`config.mk`:
```
export PLATFORM = sky130hd
export DESIGN_NAME = mem_stage
export DESIGN_NICKNAME = d
export VERILOG_FILES = /design/src/rtl/pipeline_pkg.sv /design/src/rtl/mem_stage_load_align.sv /design/src/rtl/mem_stage.sv
export SDC_FILE = /design/constraint.sdc
export NUM_CORES = 1
export LEC_CHECK = 0
export BUFFER_PORTS_ARGS = -buffer_cell sky130_fd_sc_hd__buf_2
export CAP_MARGIN = 20
export CORE_AREA = 2 2 166 168
export CTS_BUF_LIST = sky130_fd_sc_hd__clkbuf_16
export DETAILED_ROUTE_END_ITERATION = 8
export DIE_AREA = 0 0 168 170
export SYNTH_ARGS = -nofsm -noshare
export SYNTH_HDL_FRONTEND = slang
export SYNTH_SLANG_ARGS = --single-unit
```
`constraint.sdc`:
```
create_clock -name clk -period 2 [get_ports clk]
set_clock_uncertainty 0.1 [all_clocks]
set_input_delay 0.2 -clock clk [delete_from_list [all_inputs] [get_ports clk]]
set_output_delay 0.2 -clock clk [all_outputs]
set_load 0.02 [all_outputs]
```
`src/rtl/pipeline_pkg.sv`:
```
// Shared pipeline types for the MEM stage: EX/MEM and MEM/WB bundles,
// funct3 encodings for loads/stores and the MEM bus state encoding.
package pipeline_pkg;

  localparam logic [2:0] F3_B  = 3'b000;
  localparam logic [2:0] F3_H  = 3'b001;
  localparam logic [2:0] F3_W  = 3'b010;
  localparam logic [2:0] F3_BU = 3'b100;
  localparam logic [2:0] F3_HU = 3'b101;

  localparam logic [1:0] RESULTSRC_LOAD = 2'b01;

  typedef struct packed {
    logic        RegWrite;
    logic [1:0]  ResultSrc;
    logic        MemWrite;
    logic [2:0]  funct3;
    logic [31:0] ALUResult;
    logic [31:0] WriteData;
    logic [31:0] PCPlus4;
    logic [4:0]  Rd;
    logic [31:0] ImmExt;
  } exmem_t;

  typedef struct packed {
    logic        RegWrite;
    logic [1:0]  ResultSrc;
    logic [31:0] ALUResult;
    logic [31:0] ReadData;
    logic [31:0] PCPlus4;
    logic [4:0]  Rd;
    logic [31:0] ImmExt;
  } memwb_t;

  typedef enum logic [1:0] {IDLE, REQ, RESP} mem_state_t;

endpackage

```
`src/rtl/mem_stage_load_align.sv`:
```
// Load data alignment: selects the byte/half addressed by a from the bus word
// and sign- or zero-extends it according to funct3.
module mem_load_align
  import pipeline_pkg::*;
(
  input  logic [2:0]  i_funct3,
  input  logic [1:0]  i_a,
  input  logic [31:0] i_rdata,
  output logic [31:0] o_read_data
);

  logic [31:0] w_shifted;

  assign w_shifted = i_rdata >> {i_a, 3'b000};

  always_comb begin
    o_read_data = i_rdata;
    case (i_funct3)
      F3_B:    o_read_data = {{24{w_shifted[7]}}, w_shifted[7:0]};
      F3_H:    o_read_data = {{16{w_shifted[15]}}, w_shifted[15:0]};
      F3_BU:   o_read_data = {24'd0, w_shifted[7:0]};
      F3_HU:   o_read_data = {16'd0, w_shifted[15:0]};
      default: o_read_data = i_rdata;
    endcase
  end

endmodule

```
`src/rtl/mem_stage.sv`:
```
// Pipeline MEM stage driving a req/gnt + rvalid data bus, stalling while an
// access is outstanding. Optional alignment trap: DRAGON_MEM_MISALIGN_CHECK_EN.
module mem_stage
  import pipeline_pkg::*;
#(
  parameter int TIMEOUT_CYCLES = 0,
  parameter int CNT_W          = 8
) (
  input  logic        clk,
  input  logic        reset,
  input  exmem_t      inputs,
  output memwb_t      outputs,
  output logic        dmem_req,
  output logic        dmem_we,
  output logic [31:0] dmem_addr,
  output logic [3:0]  dmem_be,
  output logic [31:0] dmem_wdata,
  input  logic        dmem_gnt,
  input  logic        dmem_rvalid,
  input  logic [31:0] dmem_rdata,
  output logic        StallM,
  output logic [31:0] ALUResultM,
  output logic [4:0]  RdM,
  output logic        RegWriteM,
  output logic        bus_timeout,
  output mem_state_t  dbg_state
`ifdef DRAGON_MEM_MISALIGN_CHECK_EN
  ,
  output logic        misaligned
`endif
);

  localparam bit               LP_TMO_EN   = (TIMEOUT_CYCLES > 0);
  localparam logic [CNT_W-1:0] LP_TMO_LAST = CNT_W'(LP_TMO_EN ? TIMEOUT_CYCLES - 1 : 0);

  mem_state_t       r_state;
  mem_state_t       w_next;
  logic [CNT_W-1:0] r_cnt;
  logic [1:0]       w_a;
  logic             w_load;
  logic             w_store;
  logic             w_mem_op;
  logic             w_req;
  logic             w_complete;
  logic             w_abort;
  logic             w_drop_wb;
  logic [3:0]       w_be;
  logic [31:0]      w_wdata;
  logic [31:0]      w_read_data;

  assign w_a     = inputs.ALUResult[1:0];
  assign w_load  = (inputs.ResultSrc == RESULTSRC_LOAD);
  assign w_store = inputs.MemWrite;

`ifdef DRAGON_MEM_MISALIGN_CHECK_EN
  logic w_misalign;

  always_comb begin
    w_misalign = 1'b0;
    case (inputs.funct3)
      F3_H, F3_HU: w_misalign = w_a[0];
      F3_W:        w_misalign = (w_a != 2'b00);
      default:     w_misalign = 1'b0;
    endcase
    w_misalign = w_misalign & (w_load | w_store);
  end

  // A trapped access never leaves IDLE, so the pulse lasts exactly one cycle.
  assign misaligned = w_misalign & ~reset;
  assign w_mem_op   = (w_load | w_store) & ~w_misalign;
  assign w_drop_wb  = w_abort | w_misalign;
`else
  assign w_mem_op   = w_load | w_store;
  assign w_drop_wb  = w_abort;
`endif

  assign w_complete = (r_state == RESP) & dmem_rvalid;
  // Completion in the last allowed cycle wins over the timeout.
  assign w_abort    = LP_TMO_EN & (r_state != IDLE) & (r_cnt == LP_TMO_LAST)
                    & ~w_complete & ~reset;

  always_comb begin
    w_next = r_state;
    w_req  = 1'b0;
    case (r_state)
      IDLE: begin
        if (w_mem_op) begin
          w_req  = 1'b1;
          w_next = dmem_gnt ? RESP : REQ;
        end
      end
      REQ: begin
        w_req = 1'b1;
        if (dmem_gnt) w_next = RESP;
      end
      RESP: begin
        if (dmem_rvalid) w_next = IDLE;
      end
      default: w_next = IDLE;
    endcase
    if (w_abort) w_next = IDLE;
  end

  always_ff @(posedge clk) begin
    if (reset) begin
      r_state <= IDLE;
      r_cnt   <= '0;
    end else begin
      r_state <= w_next;
      if (r_state == IDLE) r_cnt <= '0;
      else                 r_cnt <= r_cnt + CNT_W'(1);
    end
  end

  always_comb begin
    w_be    = 4'b1111;
    w_wdata = inputs.WriteData;
    if (w_store) begin
      case (inputs.funct3)
        F3_B: begin
          w_be    = 4'b0001 << w_a;
          w_wdata = {4{inputs.WriteData[7:0]}};
        end
        F3_H: begin
          w_be    = 4'b0011 << {w_a[1], 1'b0};
          w_wdata = {2{inputs.WriteData[15:0]}};
        end
        default: begin
          w_be    = 4'b1111;
          w_wdata = inputs.WriteData;
        end
      endcase
    end
  end

  mem_load_align u_align (
    .i_funct3    (inputs.funct3),
    .i_a         (w_a),
    .i_rdata     (dmem_rdata),
    .o_read_data (w_read_data)
  );

  assign dmem_req    = w_req & ~reset;
  assign dmem_we     = w_store;
  assign dmem_addr   = {inputs.ALUResult[31:2], 2'b00};
  assign dmem_be     = w_be;
  assign dmem_wdata  = w_wdata;
  assign StallM      = w_mem_op & ~w_complete & ~w_abort & ~reset;
  assign bus_timeout = w_abort;
  assign ALUResultM  = inputs.ALUResult;
  assign RdM         = inputs.Rd;
  assign RegWriteM   = inputs.RegWrite;
  assign dbg_state   = r_state;

  always_comb begin
    outputs           = '0;
    outputs.RegWrite  = inputs.RegWrite & ~w_drop_wb;
    outputs.ResultSrc = inputs.ResultSrc;
    outputs.ALUResult = inputs.ALUResult;
    outputs.ReadData  = w_read_data;
    outputs.PCPlus4   = inputs.PCPlus4;
    outputs.Rd        = inputs.Rd;
    outputs.ImmExt    = inputs.ImmExt;
  end

endmodule

```
==> run metrics, run 1 <==
Port-buffer cells=roughly 150; post-synthesis async set-or-reset flop share=0; non-filler cells, final=692; RD Place Congestion=0.680; Hold Path Class=in -> reg; outcome=finished, final reports clean; drt initial violations=94; Psw=between 400 and 500 uW; Starting Density=0.0987; reg2reg path depth=3; IO Pins=424; Post-synth EDFFs=0; max_cap viols=0; sequential share of power=0.043; CP Data Required Time=1700 ps; die width=168 microns; H-tree lvl count=1; Worst Hold End=dbg_state[0]; M1 WL=~4300 microns; top-count cell post-synth=buf_4; final instance area=roughly 0.0028 sq mm; leading cell types by count after synthesis=buf_4, nand2_1, mux2_2, o21ai_0; hold path depth=2; Largest register FFs=2; core area=about 0.027 sq mm; grt total ovfl=0; worst r2r src=dbg_state[0]; Yosys top cell area share=0.525; cell accounting for the most synthesized area=buf_4; DRT antenna net count=0; area grow syn2layout=5.38%; post-synth cell types=33; Post-Synthesis Cells=373; CTS tree=done; Crit Path Category=in -> out; first-pass GRT wire length=14600 microns; FP Rows=60; vias per inst=3.30; Worst-Skew Late Latency=220 ps; DR WL met2=4600 microns; crit path max fanout=8; hold buffer count at CTS=0; ys flop type=dfxtp_1; die height=between 150 and 200 microns; synth warn=0; sequential area share after synthesis=0.0152; Clk pwr share=0.277; total internal power=604 uW; drt first pass iters=4; Post-Synthesis Cell Area=0.00263 sq mm; Slew Viols, Final=0; routed len/inst=approximately 16 microns; area post-placement=0.00253 sq mm; CP Launch Type=input port; CTS buffer count=3; clk sinks=2; DRC Markers=0; largest net degree at the start of global routing=42; wire length on met3=~1500 microns; Routed WL=11000 microns; Placed Instances=687; CP Launch Point=inputs[102]; post-DP HPWL=~8400 microns; Final Hold Viols=0; Synth Register Bits=2; top sig layer=met5; Power Total=1080 uW; worst reg2reg path endpoint=dbg_state[1]; die area=0.0286 sq mm; fin crit share=0.992; Max Clock Freq=504 MHz; gr usage total=0.0693; Leakage=around 0.0014 uW; antenna violations before repair=1; Clock Path Buffers=2; vias in the first global route=2124; Inserted Diodes=0; peak supply drop=0.000556 V; register-to-register setup slack=between 700 and 800 ps; combinational share of power=0.680; final net count=529; via count=2282; CTS clock-pin slew for the worst setup and hold paths=30 ps; WP data arrival=between 1500 and 2000 ps; switching share of power=0.439; synth top area cells=buf_4, mux2_2, mux2i_1; average cell area after synthesis=roughly 7.1 sq um; Root Driver=clkbuf_16; unrepaired setup endpoints after global routing=true; Final Critical Period=1980 ps; HP Start=dmem_gnt; final number of setup-violating endpoints=0; PwrDens=389 mW/mm^2; share of layout cells above drive strength 1=0.575; Critical Path End Type=primary output
worst max-delay path by stage:
stage                     depth (start not counted)      endpoint
final                                             6   outputs[86]
after global routing                              6   outputs[93]
after CTS                                         6   outputs[88]
after detailed placement                          6   outputs[88]
after global placement                            6   outputs[71]
after floorplan                                   6  outputs[100]
cell usage in the layout, fill, tap and decap left out, types with 16 or more instances in the layout:
| cell | synthesis | layout |
|---|---|---|
| nand2_1 | 21 | 21 |
| mux2i_1 | 17 | 17 |
| buf_2 | 3 | 136 |
| buf_4 | 184 | 16 |
| a21oi_1 | 17 | 17 |
| o21ai_0 | 18 | 18 |
| buf_6 | 2 | 18 |
| mux2_2 | 18 | 18 |
| a21o_1 | 17 | 16 |
| nor2_1 | 17 | 17 |
kinds of logic after synthesis:
group | synth area share
DFF | 0.0152
and+or+nand+nor | 0.0795
other | 0.00143
muxes | 0.150
AOI/OAI and AO/OA | 0.177
buffers and inverters | 0.577
timing repair:
| action | CTS | global route |
|---|---|---|
| setup buffers | 1 | 0 |
| resized for setup | 30 | 11 |
| setup endpoints to repair | 5 | 24 |
| cloned | 1 | 0 |
| pin swaps | 1 | 0 |
through the flow:
step | worst slack, ps | util | TNS (ps) | hold slack, ps
after floorplan | 122 | - | 0 | 169
after global placement | -5.39 | 0.0950 | -20.4 | 279
after detailed placement | -7.86 | 0.0950 | -7.86 | 281
after CTS | 9.91 | 0.103 | 0 | 55.3
after global routing | -40.0 | 0.104 | -477 | 74.0
final | 16.7 | 0.104 | 0 | 55.7
layout make-up:
| class | instances | area [sq um] |
|---|---|---|
| fillers | 3099 | 23900 |
| multi-input cells | 159 | 1120 |
| repair buffers | 173 | 1060 |
| well taps | 341 | 427 |
| clock buffers | 3 | 75.1 |
| inverters | 14 | 52.6 |
| flip-flops and latches | 2 | 40.0 |
power groups by stage:
stage	registers [uW]	clock network, uW	logic, uW
after floorplan	49.2	0	880
after global placement	46.6	0	674
after detailed placement	46.7	0	677
after CTS	46.3	303	730
after global routing	46.9	312	796
final	46.2	298	733
layer usage:
metal,up-vias,GRT usage
li1,1011,-
met1,995,0.0851
met2,203,0.0981
met3,71,0.0323
met4,2,0.0389
met5,-,0.0104
critical path, stage by stage:
cell and delay (ps):
buf_8 70, mux4_2 520, and3b_2 280, a31o_4 290, a21o_1 190, buf_6 130
No activity file was read; power rests on OpenSTA's default activity.
==> inputs of run 2 (changes only) <==
Settings changed: SETUP_SLACK_MARGIN from default to 0.1.
==> run metrics, run 2 (synthesis gave the netlist of run 1 again) <==
via count=roughly 2300; final net count=529; CTS clock-pin slew for the worst setup and hold paths=~30 ps; Worst Hold End=dbg_state[0]; drt initial violations=93; CP Launch Type=input port; grt total ovfl=0; Max Clock Freq=504 MHz; Starting Density=0.0987; slowest CP cell=mux4_2; HP Start=dmem_gnt; CTS buffer count=3; clk sinks=2; setup TNS=0 ps; non-filler cells, final=692; outcome=finished, final reports clean; final number of setup-violating endpoints=0; Leakage=0.00141 uW; CTS tree=done; Critical Path End Type=primary output; vias in the first global route=2136; register-to-register setup slack=between 700 and 800 ps; family with the most delay on the worst path=multiplexers; CP Data Required Time=around 1700 ps; DRT antenna net count=0; core area=0.0267 sq mm; H-tree lvl count=1; area grow syn2layout=5.95%; crit path max fanout=8; worst r2r src=dbg_state[0]; Largest register FFs=2; IO Pins=424; area post-placement=~0.0025 sq mm; DRC Markers=0; first-pass GRT wire length=14700 microns; die height=170 microns; die width=168 microns; hold path depth=2; fin crit share=0.991; Final Hold Viols=0; Routed WL=11000 microns; post-DP HPWL=8440 microns; worst reg2reg path endpoint=dbg_state[1]; Worst-Skew Late Latency=220 ps; Slew Viols, Final=0; hold buffer count at CTS=0; share of layout cells above drive strength 1=0.581; die area=between 0.02 and 0.03 sq mm; Placed Instances=687; Hold Path Class=in -> reg; peak supply drop=between 0.0005 and 0.0006 V; Clock Path Buffers=2; CP Buf/Inv Count=2; Crit Path Category=in -> out; antenna violations before repair=0; minimum hold slack=55.7 ps; most common cell after layout, fill and taps aside=buf_2; final instance area=0.00279 sq mm; WP data arrival=1680 ps; max_cap viols=0; vias per inst=3.29; Cell Chain, Critical Path=buf_8 > mux4_2 > and3b_2 > a31o_4 > a21o_1 > buf_6; RD Place Congestion=around 0.68; Filler Cell Count=3098; Final Critical Period=1980 ps; most frequent cells in the layout=buf_2, nand2_1, buf_6; Port-buffer cells=154; max incr delay on CP=510 ps; FP Rows=60; Inserted Diodes=0; reg2reg path depth=3; Root Driver=clkbuf_16; PwrDens=389 mW/mm^2; unrepaired setup endpoints after global routing=true; largest net degree at the start of global routing=between 40 and 50; drt first pass iters=4; gr usage total=0.0694; routed len/inst=15.9 microns
## run 2: changes by cell type in the layout (fill, tap and decap cells not counted)
cell,before,now
and2_4,0,1
and2_1,1,0
a221oi_2,0,1
a221oi_1,1,0
buf_2,136,135
buf_6,18,19
## run 2: layer usage
| metal | global-route usage | wire [microns] | part of all wire | vias to the layer above |
|---|---|---|---|---|
| li1 | - | - | - | 1013 |
| met1 | 0.0852 | 4220 | 0.38 | 980 |
| met2 | 0.0985 | 4590 | 0.42 | 212 |
| met3 | 0.0323 | 1610 | 0.15 | 71 |
| met4 | 0.0389 | 537 | 0.049 | 2 |
| met5 | 0.0104 | 38 | 0.0035 | - |
## run 2: how the worst max path moves through the flow
stage / start / to / cells after the start
floorplan: inputs[102] / outputs[100] / 6
global placement: inputs[102] / outputs[71] / 6
detailed placement: inputs[102] / outputs[88] / 6
CTS: inputs[102] / outputs[88] / 6
global route: inputs[102] / outputs[93] / 6
finish: inputs[102] / outputs[86] / 6
## run 2: where the power goes
part / internal, uW / switching [uW] / total [uW]
sequential: 43.0 / 3.24 / 46.2
combinational: 310 / 428 / 738
clock: 254 / 43.9 / 298
## run 2: final cells by class
class	instances	area, sq um	area share
clock buffer	3	75.1	0.0269
inverter	14	52.6	0.0189
multi-input combinational	159	1130	0.405
sequential	2	40.0	0.0144
tap	341	427	0.153
timing repair buffer	173	1060	0.382
## run 2: worst register-to-register path: stages, from the launching register on
cell and delay, ps:
dfxtp_1 350, a211oi_1 100, or3b_2 450, a21oi_1 140
## run 2: through the flow
step                  util  power, uW  setup slack, ps
global route         0.105       1160            -40.0
CTS                  0.104       1090             9.91
detailed placement  0.0950        724            -7.86
floorplan                -        929              122
global placement    0.0950        721            -5.39
finish               0.105       1080             17.3
## run 2: what timing repair did
action / in CTS / in global routing
pin swaps: 1 / 0
cloned: 1 / 0
buffers inserted: 1 / 0
resized for setup: 39 / 6
endpoints found under the setup margin: 28 / 41
==> inputs of run 3 (changes only) <==
Settings changed: PLACE_DENSITY from default to 0.37, SYNTH_HIERARCHICAL from default to 1.
==> run metrics, run 3 <==
outcome=finished, final reports clean; drt initial violations=51; family with the most delay on the worst path=multiplexers; post-synthesis async set-or-reset flop share=0; DRT antenna net count=0; antenna violations before repair=10; Final Hold Viols=0; sequential area share after synthesis=0.0152; PwrDens=about 380 mW/mm^2; HP Start=dmem_gnt; Post-Synthesis Cell Area=around 0.0026 sq mm; IO Pins=424; max incr delay on CP=570 ps; reg2reg path depth=2; ys flop type=dfxtp_1; share of layout cells above drive strength 1=0.629; CP Buf/Inv Count=3; top-count cell post-synth=buf_4; Post-synth EDFFs=0; max_cap viols=0; Yosys top cell area share=0.529; Max Clock Freq=537 MHz; final instance area=between 0.002 and 0.003 sq mm; H-tree lvl count=1; area grow syn2layout=6.72%; WP data arrival=roughly 1600 ps; CP Data Required Time=1700 ps; DRC Markers=0; Hold Path Class=in -> reg; Slew Viols, Final=0; Worst-Skew Late Latency=around 220 ps; Critical Path End Type=primary output; Largest register FFs=2; unrepaired setup endpoints after global routing=true; Routed WL=12500 microns; register-to-register setup slack=about 940 ps; CTS buffer count=3; most frequent cells in the layout=buf_2, nand2_1, buf_4; Filler Cell Count=between 3000 and 4000; Clock Path Buffers=2; most common cell after layout, fill and taps aside=buf_2; Worst Hold End=dbg_state[0]; Crit Path Category=in -> out; FP Rows=60; grt total ovfl=0; CTS clock-pin slew for the worst setup and hold paths=30 ps; cell accounting for the most synthesized area=buf_4; vias in the first global route=roughly 2200; die height=170 microns; leading cell types by count after synthesis=buf_4, nand2_1, o21ai_0; worst r2r src=dbg_state[0]; hold buffer count at CTS=0; first-pass GRT wire length=16100 microns; worst reg2reg path endpoint=dbg_state[1]; Final Critical Period=between 1500 and 2000 ps; post-synth cell types=37; clk sinks=2; fin crit share=0.930; Root Driver=clkbuf_16; final number of setup-violating endpoints=0; core area=~0.027 sq mm; drt first pass iters=4; Port-buffer cells=154; area post-placement=0.00262 sq mm; CP Launch Type=input port; via count=2288; non-filler cells, final=693; Post-Synthesis Cells=roughly 360; slowest CP cell=mux4_2; Cell Chain, Critical Path=buf_4 > mux4_2 > o211ai_4 > buf_12 > o21ai_0 > buf_2; routed len/inst=18.0 microns; die area=0.0286 sq mm; die width=~170 microns; Starting Density=0.0985; synth top area cells=buf_4, mux2_2, mux2i_1; largest net degree at the start of global routing=25; post-DP HPWL=10800 microns; area of the multi-input gates=between 0.001 and 0.0015 sq mm; crit path max fanout=12; Sequential Area=40.0 sq um; CTS tree=done; peak supply drop=0.000132 V; Synth Register Bits=2; average cell area after synthesis=about 7.4 sq um; gr usage total=0.0785; Leakage=0.00132 uW; hold path depth=2; RD Place Congestion=0.655; Power Total=~1100 uW; vias per inst=3.30; synth warn=6; Placed Instances=684; final net count=approximately 530
run 3: changes by cell type in the layout (fill, tap and decap cells not counted), sizes merged, moves of 8 or more:
cell   delta
a21o     -17
a21oi     -8
buf       +9
inv       -8
nand2    +10
run 3: logic make-up (layout without fill, tap and decap cells):
| family | after synthesis | after routing | synth area share |
|---|---|---|---|
| compound gates | 63 | 63 | 0.170 |
| buf+inv | 203 | 193 | 0.565 |
| flops | 2 | 2 | 0.0152 |
| mux | 36 | 36 | 0.164 |
| other cells | 1 | 7 | 0.00143 |
| simple gates | 51 | 51 | 0.0843 |
run 3: metal layers:
| metal | global-route usage | up-vias | wire, microns |
|---|---|---|---|
| li1 | - | 998 | - |
| met1 | 0.0593 | 996 | 3370 |
| met2 | 0.156 | 198 | 6570 |
| met3 | 0.0500 | 82 | 1920 |
| met4 | 0.0314 | 14 | 509 |
| met5 | 0 | - | 90 |
run 3: per-stage QoR:
stage / worst slack [ps] / utilization / setup TNS, ps / hold slack [ps]
3_3_place_gp: -59.8 / 0.0985 / -59.8 / 280
5_1_grt: 59.4 / 0.105 / 0 / 74.3
3_5_place_dp: -12.9 / 0.0985 / -12.9 / 279
6_report: 139 / 0.105 / 0 / 59.4
2_1_floorplan: 229 / - / 0 / 172
4_1_cts: 120 / 0.101 / 0 / 56.6
run 3: worst max-delay path by stage:
stage                 from          end  slack [ps]  cells past startpoint
2_1_floorplan  inputs[102]  outputs[83]         230                      4
3_3_place_gp   inputs[101]  outputs[83]         -60                      8
3_5_place_dp   inputs[101]  outputs[83]         -10                      8
4_1_cts        inputs[101]  outputs[94]         120                      8
5_1_grt        inputs[101]  outputs[99]          60                      6
6_report       inputs[101]  outputs[89]         140                      6
run 3: power by group:
part | switching [uW] | leakage [uW] | internal, uW
clock network | 44.6 | 0.0000370 | 254
registers | 2.71 | 0.0000165 | 43.2
logic | 428 | 0.00127 | 305
run 3: repair_timing:
| action | in CTS | in global routing |
|---|---|---|
| endpoints found under the hold margin | 0 | 0 |
| resized for setup | 1 | 15 |
| setup buffers | 0 | 1 |
| endpoints found under the setup margin | 1 | 22 |
| pin swaps | 0 | 2 |
| cloned | 0 | 1 |
run 3: final cells by class:
| class | instances | area share |
|---|---|---|
| Timing Repair Buffer | 184 | 0.390 |
| Clock buffer | 3 | 0.0268 |
| Tap cell | 341 | 0.152 |
| Multi-Input combinational cell | 153 | 0.405 |
| Inverter | 6 | 0.00804 |
| Antenna cell | 4 | 0.00357 |
| Sequential cell | 2 | 0.0143 |
